$ cat src/rtl/seri_bcd_toplayici.sv
// seri_bcd_toplayici: digit-serial packed-BCD adder.
// Operands are captured on an accepted start, then one BCD digit pair is
// added per clock from the least significant digit upward. The partial sum
// is visible while busy; sum, c_out and err hold after the done pulse.
//
// state  | meaning
// -------+-----------------------------------------------------------
// S_IDLE | waiting for start; last result held on sum/c_out/err
// S_ADD  | adding digit idx_q of the captured operands (busy=1)
// S_DONE | one-cycle result-final indication (done=1), start ignored
module seri_bcd_toplayici #(
  parameter int DIGITS = 4
) (
  input  logic                  clk,
  input  logic                  rst_n,
  input  logic                  start,
  input  logic [4*DIGITS-1:0]   a,
  input  logic [4*DIGITS-1:0]   b,
  input  logic                  c_in,
  output logic                  busy,
  output logic                  done,
  output logic [4*DIGITS-1:0]   sum,
  output logic                  c_out,
  output logic                  err
);

  localparam int W     = 4 * DIGITS;
  localparam int IDX_W = (DIGITS > 1) ? $clog2(DIGITS) : 1;

  typedef enum logic [1:0] {
    S_IDLE = 2'd0,
    S_ADD  = 2'd1,
    S_DONE = 2'd2
  } state_t;

  state_t             state_q, state_d;
  logic [W-1:0]       a_q, a_d;
  logic [W-1:0]       b_q, b_d;
  logic [W-1:0]       sum_q, sum_d;
  logic [IDX_W-1:0]   idx_q, idx_d;
  logic               carry_q, carry_d;
  logic               c_out_q, c_out_d;
  logic               err_q, err_d;
  logic               busy_q, busy_d;
  logic               done_q, done_d;

  logic [3:0]         a_dig;
  logic [3:0]         b_dig;
  logic [4:0]         raw;
  logic [3:0]         dig;
  logic               dig_carry;
  logic               dig_bad;
  logic               last_dig;

  // Select the current digit pair and apply the decimal-adjust rule.
  // raw can reach 31 (invalid digits plus carry); the +6 wraps mod 16.
  always_comb begin
    a_dig = 4'd0;
    b_dig = 4'd0;
    for (int i = 0; i < DIGITS; i++) begin
      if (idx_q == IDX_W'(i)) begin
        a_dig = a_q[4*i +: 4];
        b_dig = b_q[4*i +: 4];
      end
    end
    raw       = {1'b0, a_dig} + {1'b0, b_dig} + {4'b0000, carry_q};
    dig_carry = (raw > 5'd9);
    dig       = dig_carry ? (raw[3:0] + 4'd6) : raw[3:0];
    dig_bad   = (a_dig > 4'd9) || (b_dig > 4'd9);
    last_dig  = (idx_q == IDX_W'(DIGITS - 1));
  end

  // Next-state and next-output computation; busy/done follow the next state
  // so that they come out of flops aligned with the state register.
  always_comb begin
    state_d = state_q;
    a_d     = a_q;
    b_d     = b_q;
    sum_d   = sum_q;
    idx_d   = idx_q;
    carry_d = carry_q;
    c_out_d = c_out_q;
    err_d   = err_q;
    busy_d  = 1'b0;
    done_d  = 1'b0;

    case (state_q)
      S_IDLE: begin
        if (start) begin
          a_d     = a;
          b_d     = b;
          carry_d = c_in;
          idx_d   = '0;
          sum_d   = '0;
          c_out_d = 1'b0;
          err_d   = 1'b0;
          state_d = S_ADD;
          busy_d  = 1'b1;
        end
      end

      S_ADD: begin
        for (int i = 0; i < DIGITS; i++) begin
          if (idx_q == IDX_W'(i)) begin
            sum_d[4*i +: 4] = dig;
          end
        end
        carry_d = dig_carry;
        err_d   = err_q | dig_bad;
        if (last_dig) begin
          c_out_d = dig_carry;
          state_d = S_DONE;
          done_d  = 1'b1;
        end else begin
          idx_d   = idx_q + IDX_W'(1);
          busy_d  = 1'b1;
        end
      end

      S_DONE: begin
        state_d = S_IDLE;
      end

      default: begin
        state_d = S_IDLE;
      end
    endcase
  end

  // State, operand and result registers; reset clears everything at once.
  always_ff @(posedge clk or negedge rst_n) begin
    if (!rst_n) begin
      state_q <= S_IDLE;
      a_q     <= '0;
      b_q     <= '0;
      sum_q   <= '0;
      idx_q   <= '0;
      carry_q <= 1'b0;
      c_out_q <= 1'b0;
      err_q   <= 1'b0;
      busy_q  <= 1'b0;
      done_q  <= 1'b0;
    end else begin
      state_q <= state_d;
      a_q     <= a_d;
      b_q     <= b_d;
      sum_q   <= sum_d;
      idx_q   <= idx_d;
      carry_q <= carry_d;
      c_out_q <= c_out_d;
      err_q   <= err_d;
      busy_q  <= busy_d;
      done_q  <= done_d;
    end
  end

  assign busy  = busy_q;
  assign done  = done_q;
  assign sum   = sum_q;
  assign c_out = c_out_q;
  assign err   = err_q;

endmodule

$ cat config.mk
export PLATFORM = sky130hd
export DESIGN_NAME = seri_bcd_toplayici
export DESIGN_NICKNAME = d
export VERILOG_FILES = /design/src/rtl/seri_bcd_toplayici.sv
export SDC_FILE = /design/constraint.sdc
export NUM_CORES = 1
export LEC_CHECK = 0
export BUFFER_PORTS_ARGS = -buffer_cell sky130_fd_sc_hd__buf_2
export CORE_UTILIZATION = 55
export CTS_BUF_LIST = sky130_fd_sc_hd__clkbuf_16
export DETAILED_ROUTE_END_ITERATION = 12
export PLACE_DENSITY = 0.91
export SLEW_MARGIN = 20
export SYNTH_ARGS = -nofsm -noshare
export SYNTH_HDL_FRONTEND = slang
export SYNTH_SLANG_ARGS = --single-unit
$ cat constraint.sdc
create_clock -name clk -period 8.4 [get_ports clk]
set_input_delay 1.68 -clock clk [delete_from_list [all_inputs] [get_ports clk]]
set_output_delay 1.68 -clock clk [all_outputs]
set_load 0.01 [all_outputs]
==> impl_metrics.json, run 1 <==
{
  "first_pass_iters": 5,
  "grt_pass1_wl_um": 9780,
  "cp-start-kind": "register",
  "crit_buf_inv": 1,
  "cpMaxStageDelayCell": "ha_1",
  "final_area_sq_um": 3370,
  "required_ns": 8.64,
  "start_util_pct": 58.1,
  "hold_depth": 2,
  "crit_family": "adder cells",
  "r2r_slack_ns": 4.18,
  "nFillCells": 381,
  "period_share_pct": 50.2,
  "syn_to_final_growth_pct": 20.6,
  "grt_setup_unrepaired": "no",
  "cts_resized": 0,
  "cap_violations": 0,
  "worst_pin_slew_ns": 0.701,
  "slowest_delay_ns": 0.52,
  "cp_cell_sequence": "inv_1 -> ha_1 -> nand2_1 -> a21oi_1 -> a21oi_1 -> nor2_1 -> a21oi_1 -> fa_1 -> fa_1 -> xor2_1 -> ha_1 -> a22oi_1 -> a311oi_4 -> mux2_2 -> o21ai_1",
  "postSynthCellCount": 253,
  "antenna_found_initial": 0,
  "core_area_sq_um": 4820,
  "drv_slew": 0,
  "max_slew_margin_pct": 53.2,
  "grt_usage_pct": 25.0,
  "cp.arrival_ns": 4.46,
  "antenna_cells": 0,
  "finalSetupViolCount": 0,
  "clock_latency_ns": 0.32,
  "critPathKind": "register to register",
  "place_congestion": 0.828,
  "routed_wl_um": 5900,
  "r2r_end": "sum[14]",
  "finalSetupTns_ns": 0,
  "path_common_cell": "a21oi_1",
  "hold_violations": 0,
  "placed_area_sq_um": 3130,
  "worstSetupEndpointType": "register",
  "clk_pin_slew_worst_paths_ns": 0.05,
  "syn-cell-area_sq_um": 2800,
  "dp_hpwl_um": 4180,
  "overflow": 0,
  "cts_setup_buffers": 0,
  "drt_iter0_markers": 144,
  "hold_path_end": "sum[3]",
  "fp-row-count": 25,
  "hp-start": "sum[3]",
  "yosys_warnings": 0,
  "reg2reg_depth": 15,
  "numCtsBuffers": 9,
  "cts.sinks": 57,
  "r2r_start": "idx_q[1]",
  "die_h_um": 73.3,
  "hp-class": "register to register",
  "vias": 2122,
  "grt_max_degree": 58,
  "cts_tree": "done",
  "ys_seq_area_share_pct": 51.0,
  "skew_ns": 0.00448,
  "fp.dieArea_sq_um": 5380,
  "avgSynthCellArea_sq_um": 11.1,
  "cts_root_buf": "clkbuf_16",
  "ant_nets": 0,
  "drive_gt1_share_pct": 35.1,
  "syn-num-nets": 299,
  "grt_pass1_vias": 2138,
  "nNetsFinal": 355,
  "ys_ff_latch": 57,
  "boundaryPins": 56,
  "status": "completed",
  "ctsHoldBuffers": 0,
  "crit_fanout": 19,
  "dieWidth_um": 73.3,
  "port_buffers": 55,
  "synth_cell_types": 34,
  "timing.fmax_ghz": 0.237,
  "drc": 0,
  "vias_per_cell": 5.58,
  "htree_levels": 3,
  "wire_per_inst_um": 15.5,
  "cts_buffer_depth": 2,
  "period_needed_ns": 4.22
}
==> worst register-to-register path: stages, from the launching register on <==
cell      delay [ns]
dfrtp_1         0.41
inv_1           0.09
ha_1            0.52
nand2_1         0.11
a21oi_1         0.15
a21oi_1         0.06
nor2_1          0.13
a21oi_1         0.07
fa_1            0.46
fa_1            0.47
xor2_1          0.27
ha_1            0.25
a22oi_1         0.15
a311oi_4        0.43
mux2_2          0.43
o21ai_1         0.13
==> cells in the final DEF (no fill, tap or decap), drive strengths merged <==
cell / n
a211o: 1
a21bo: 1
a21o: 5
a21oi: 19
a221oi: 1
a22o: 5
a22oi: 3
a311oi: 1
a31oi: 3
a32o: 4
a32oi: 1
and3b: 1
buf: 57
clkbuf: 9
clkinv: 1
dfrtp: 57
fa: 2
ha: 8
inv: 20
mux2: 34
nand2: 28
nand2b: 4
nand3b: 5
nor2: 7
nor2b: 3
o21a: 2
o21ai: 21
o21bai: 1
o31ai: 1
or2: 5
or3: 1
xor2: 2
==> Yosys cell counts, drive strengths merged <==
library cell	instances	area, sq um
nor2b	3	18.8
o31ai	1	7.51
a31oi	3	18.8
inv	15	56.3
clkbuf	8	30.0
a21oi	19	95.1
a22o	5	43.8
o21bai	1	7.51
or2	5	31.3
a32o	4	40.0
buf	4	18.8
nand2b	4	25.0
a22oi	3	22.5
o21ai	21	105
a32oi	1	8.76
xor2	2	25.0
fa	2	40.0
a211o	1	8.76
a311oi	1	26.3
nand3b	5	37.5
dfrtp	57	1430
and3b	1	8.76
ha	8	100
a21o	5	37.5
nor2	7	26.3
nand2	28	105
a221oi	1	8.76
o21a	2	15.0
mux2	34	383
a21bo	1	10.0
or3	1	11.3
==> cells by family after synthesis <==
| kind of cell | after synthesis | share of synthesized area [%] |
|---|---|---|
| xor gates and xnor gates | 2 | 0.894 |
| AOI/OAI and AO/OA | 69 | 16.3 |
| DFF | 57 | 51.0 |
| and+or+nand+nor | 54 | 9.43 |
| buffers and inverters | 27 | 3.75 |
| muxes | 34 | 13.7 |
| adders and majority gates | 10 | 5.01 |
==> metal layers <==
metal,global-route usage (%),routed length (um),up-vias,part of all wire (%)
li1,-,-,1004,-
met1,29.5,2480,1017,42
met2,41.9,2910,86,49
met3,6.17,354,15,6.0
met4,13.9,153,0,2.6
met5,0,0,-,0
==> through the flow <==
stage / std cells / util [%] / hold slack (ns) / setup slack [ns]
floorplan: 253 / - / 0.461 / 4.52
global placement: 365 / 64.9 / 0.460 / 4.46
detailed placement: 365 / 64.9 / 0.470 / 4.22
CTS: 380 / 70.1 / 0.487 / 4.20
global route: 380 / 70.1 / 0.508 / 3.89
finish: 380 / 70.1 / 0.476 / 4.18
==> cell type report <==
type	count	area [sq um]	area share [%]
Tap cell	67	83.8	2.48
Sequential cell	57	1430	42.3
Inverter	15	56.3	1.67
Timing Repair Buffer	57	290	8.60
Clock buffer	9	225	6.67
Multi-Input combinational cell	169	1270	37.6
Clock inverter	6	22.5	0.667
==> sequential cells by signal (all words and copies together), names as in the netlist <==
register / count
err: 1
carry_q: 1
busy: 1
b_q: 16
idx_q: 2
done: 1
sum: 16
state_q: 2
c_out: 1
a_q: 16
==> how the worst max path moves through the flow <==
| stage | from | end | slack, ns | cells after the start |
|---|---|---|---|---|
| floorplan | idx_q[1] | sum[14] | 4.52 | 17 |
| global placement | idx_q[1] | sum[14] | 4.46 | 15 |
| CTS | idx_q[1] | sum[14] | 4.20 | 15 |
| global route | idx_q[1] | sum[6] | 3.89 | 15 |
| detailed placement | idx_q[1] | sum[6] | 4.22 | 15 |
| finish | idx_q[1] | sum[14] | 4.18 | 15 |
Power of run 1 is left out: the tool's default activity adds up to more than one toggle a clock period on the data nets, which glitch-free logic cannot reach.
==> run 2: changes to the inputs <==
- clock period: 8.4 -> 4.3 ns (I/O delays scaled with it)
==> run 2 against run 1 <==
Maximum frequency rose by 7.0%. Sequential share of layout area fell by 0.46 points. Flip-flop and latch count did not move. Setup slack got worse by 3.8 ns. Routed wire length rose by 2.6%. Highest routed layer unchanged.
==> impl_metrics.json, run 2 (synthesis gave the netlist of run 1 again) <==
{
  "hp-class": "register to register",
  "clk_pin_slew_worst_paths_ns": 0.05,
  "drc": 0,
  "htree_levels": 3,
  "cp.arrival_ns": 4.19,
  "fp.dieArea_sq_um": 5380,
  "required_ns": 4.55,
  "cts_root_buf": "clkbuf_16",
  "boundaryPins": 56,
  "grt_setup_unrepaired": "no",
  "skew_ns": 0.00376,
  "port_buffers": 55,
  "fp-row-count": 25,
  "syn_to_final_growth_pct": 21.9,
  "clock_latency_ns": 0.33,
  "grt_pass1_vias": 2189,
  "start_util_pct": 58.1,
  "cap_violations": 0,
  "routed_wl_um": 6060,
  "period_share_pct": 91.7,
  "finalSetupViolCount": 0,
  "hold_violations": 0,
  "grt_pass1_wl_um": 10100,
  "worstSetupEndpoint": "sum[6]",
  "grt_max_degree": 34,
  "max_slew_margin_pct": 53.8,
  "nFillCells": 356,
  "cts_setup_buffers": 0,
  "r2r_start": "idx_q[1]",
  "layout_commonest_cell": "dfrtp_1",
  "overflow": 0,
  "period_needed_ns": 3.94,
  "timing.fmax_ghz": 0.254,
  "antenna_cells": 0,
  "grt_usage_pct": 26.0,
  "drv_slew": 0,
  "cts_buffer_depth": 2,
  "place_congestion": 0.798,
  "status": "completed",
  "vias_per_cell": 5.61,
  "cts.sinks": 57,
  "r2r_end": "sum[6]",
  "wire_per_inst_um": 15.7,
  "final_cell_mix": "57 x dfrtp_1, 55 x buf_2, 34 x mux2_2, 28 x nand2_1, 19 x a21oi_1",
  "core_area_sq_um": 4820,
  "drt_iter0_markers": 155,
  "ant_nets": 0,
  "worst_pin_slew_ns": 0.692,
  "cts_tree": "done",
  "cp-start-kind": "register",
  "dp_hpwl_um": 4400,
  "finalSetupTns_ns": 0,
  "first_pass_iters": 4,
  "numCtsBuffers": 9,
  "crit_fanout": 11,
  "reg2reg_depth": 15,
  "r2r_slack_ns": 0.36,
  "nNetsFinal": 359,
  "die_h_um": 73.3,
  "worstSetupEndpointType": "register",
  "ctsHoldBuffers": 0,
  "cts_resized": 0,
  "crit_start": "idx_q[1]",
  "drive_gt1_share_pct": 36.8,
  "antenna_found_initial": 0,
  "vias": 2158,
  "dieWidth_um": 73.3,
  "critPathKind": "register to register"
}
[run 2: cell count changes in the layout (fill, tap and decap cells not counted)]
cell,delta
buf_4,+4
clkinv_2,+3
inv_1,-3
clkinv_1,+1
[run 2: worst max-delay path: stages, from the launching register on]
cell	delay, ns
dfrtp_1	0.39
inv_1	0.08
ha_1	0.28
nand3b_1	0.20
a21oi_1	0.15
a21oi_1	0.05
nor2_1	0.13
a21oi_1	0.08
fa_1	0.46
fa_1	0.46
xor2_1	0.24
ha_1	0.23
a22oi_1	0.14
a311oi_4	0.39
mux2_2	0.42
o21ai_1	0.13
[run 2: worst min-delay path by stage]
stage,start,cells after the start,slack (ns),endpoint
after floorplan,carry_q,2,0.46,carry_q
after global placement,sum[3],2,0.46,sum[3]
after detailed placement,sum[3],2,0.47,sum[3]
after CTS,sum[3],2,0.48,sum[3]
after global routing,sum[3],2,0.51,sum[3]
final,sum[3],2,0.47,sum[3]
[run 2: stage by stage]
step / cells / area [sq um] / utilization (%) / hold slack (ns) / setup slack [ns]
CTS: 385 / 3410 / 70.8 / 0.477 / 0.335
floorplan: 253 / 2800 / - / 0.461 / 0.422
finish: 385 / 3410 / 70.8 / 0.471 / 0.356
global placement: 369 / 3160 / 65.5 / 0.458 / 0.533
detailed placement: 369 / 3160 / 65.5 / 0.466 / 0.401
global route: 385 / 3410 / 70.8 / 0.509 / 0.00498
[run 2: cell type report]
| cell class | instances | area (sq um) | share of cell area, % |
|---|---|---|---|
| Sequential cell | 57 | 1430 | 41.8 |
| Clock inverter | 7 | 30.0 | 0.880 |
| Multi-Input combinational cell | 169 | 1270 | 37.2 |
| Inverter | 15 | 56.3 | 1.65 |
| Tap cell | 67 | 83.8 | 2.46 |
| Clock buffer | 9 | 225 | 6.60 |
| Timing Repair Buffer | 61 | 320 | 9.39 |
[run 2: layer usage]
metal,share of wire (%),track usage [%],vias to the layer above
met3,7.0,8.37,12
met1,42,32.5,1045
met5,0,0,-
met4,2.1,13.0,0
li1,-,-,1017
met2,48,40.8,84
Power of run 2 is left out for the same reason.
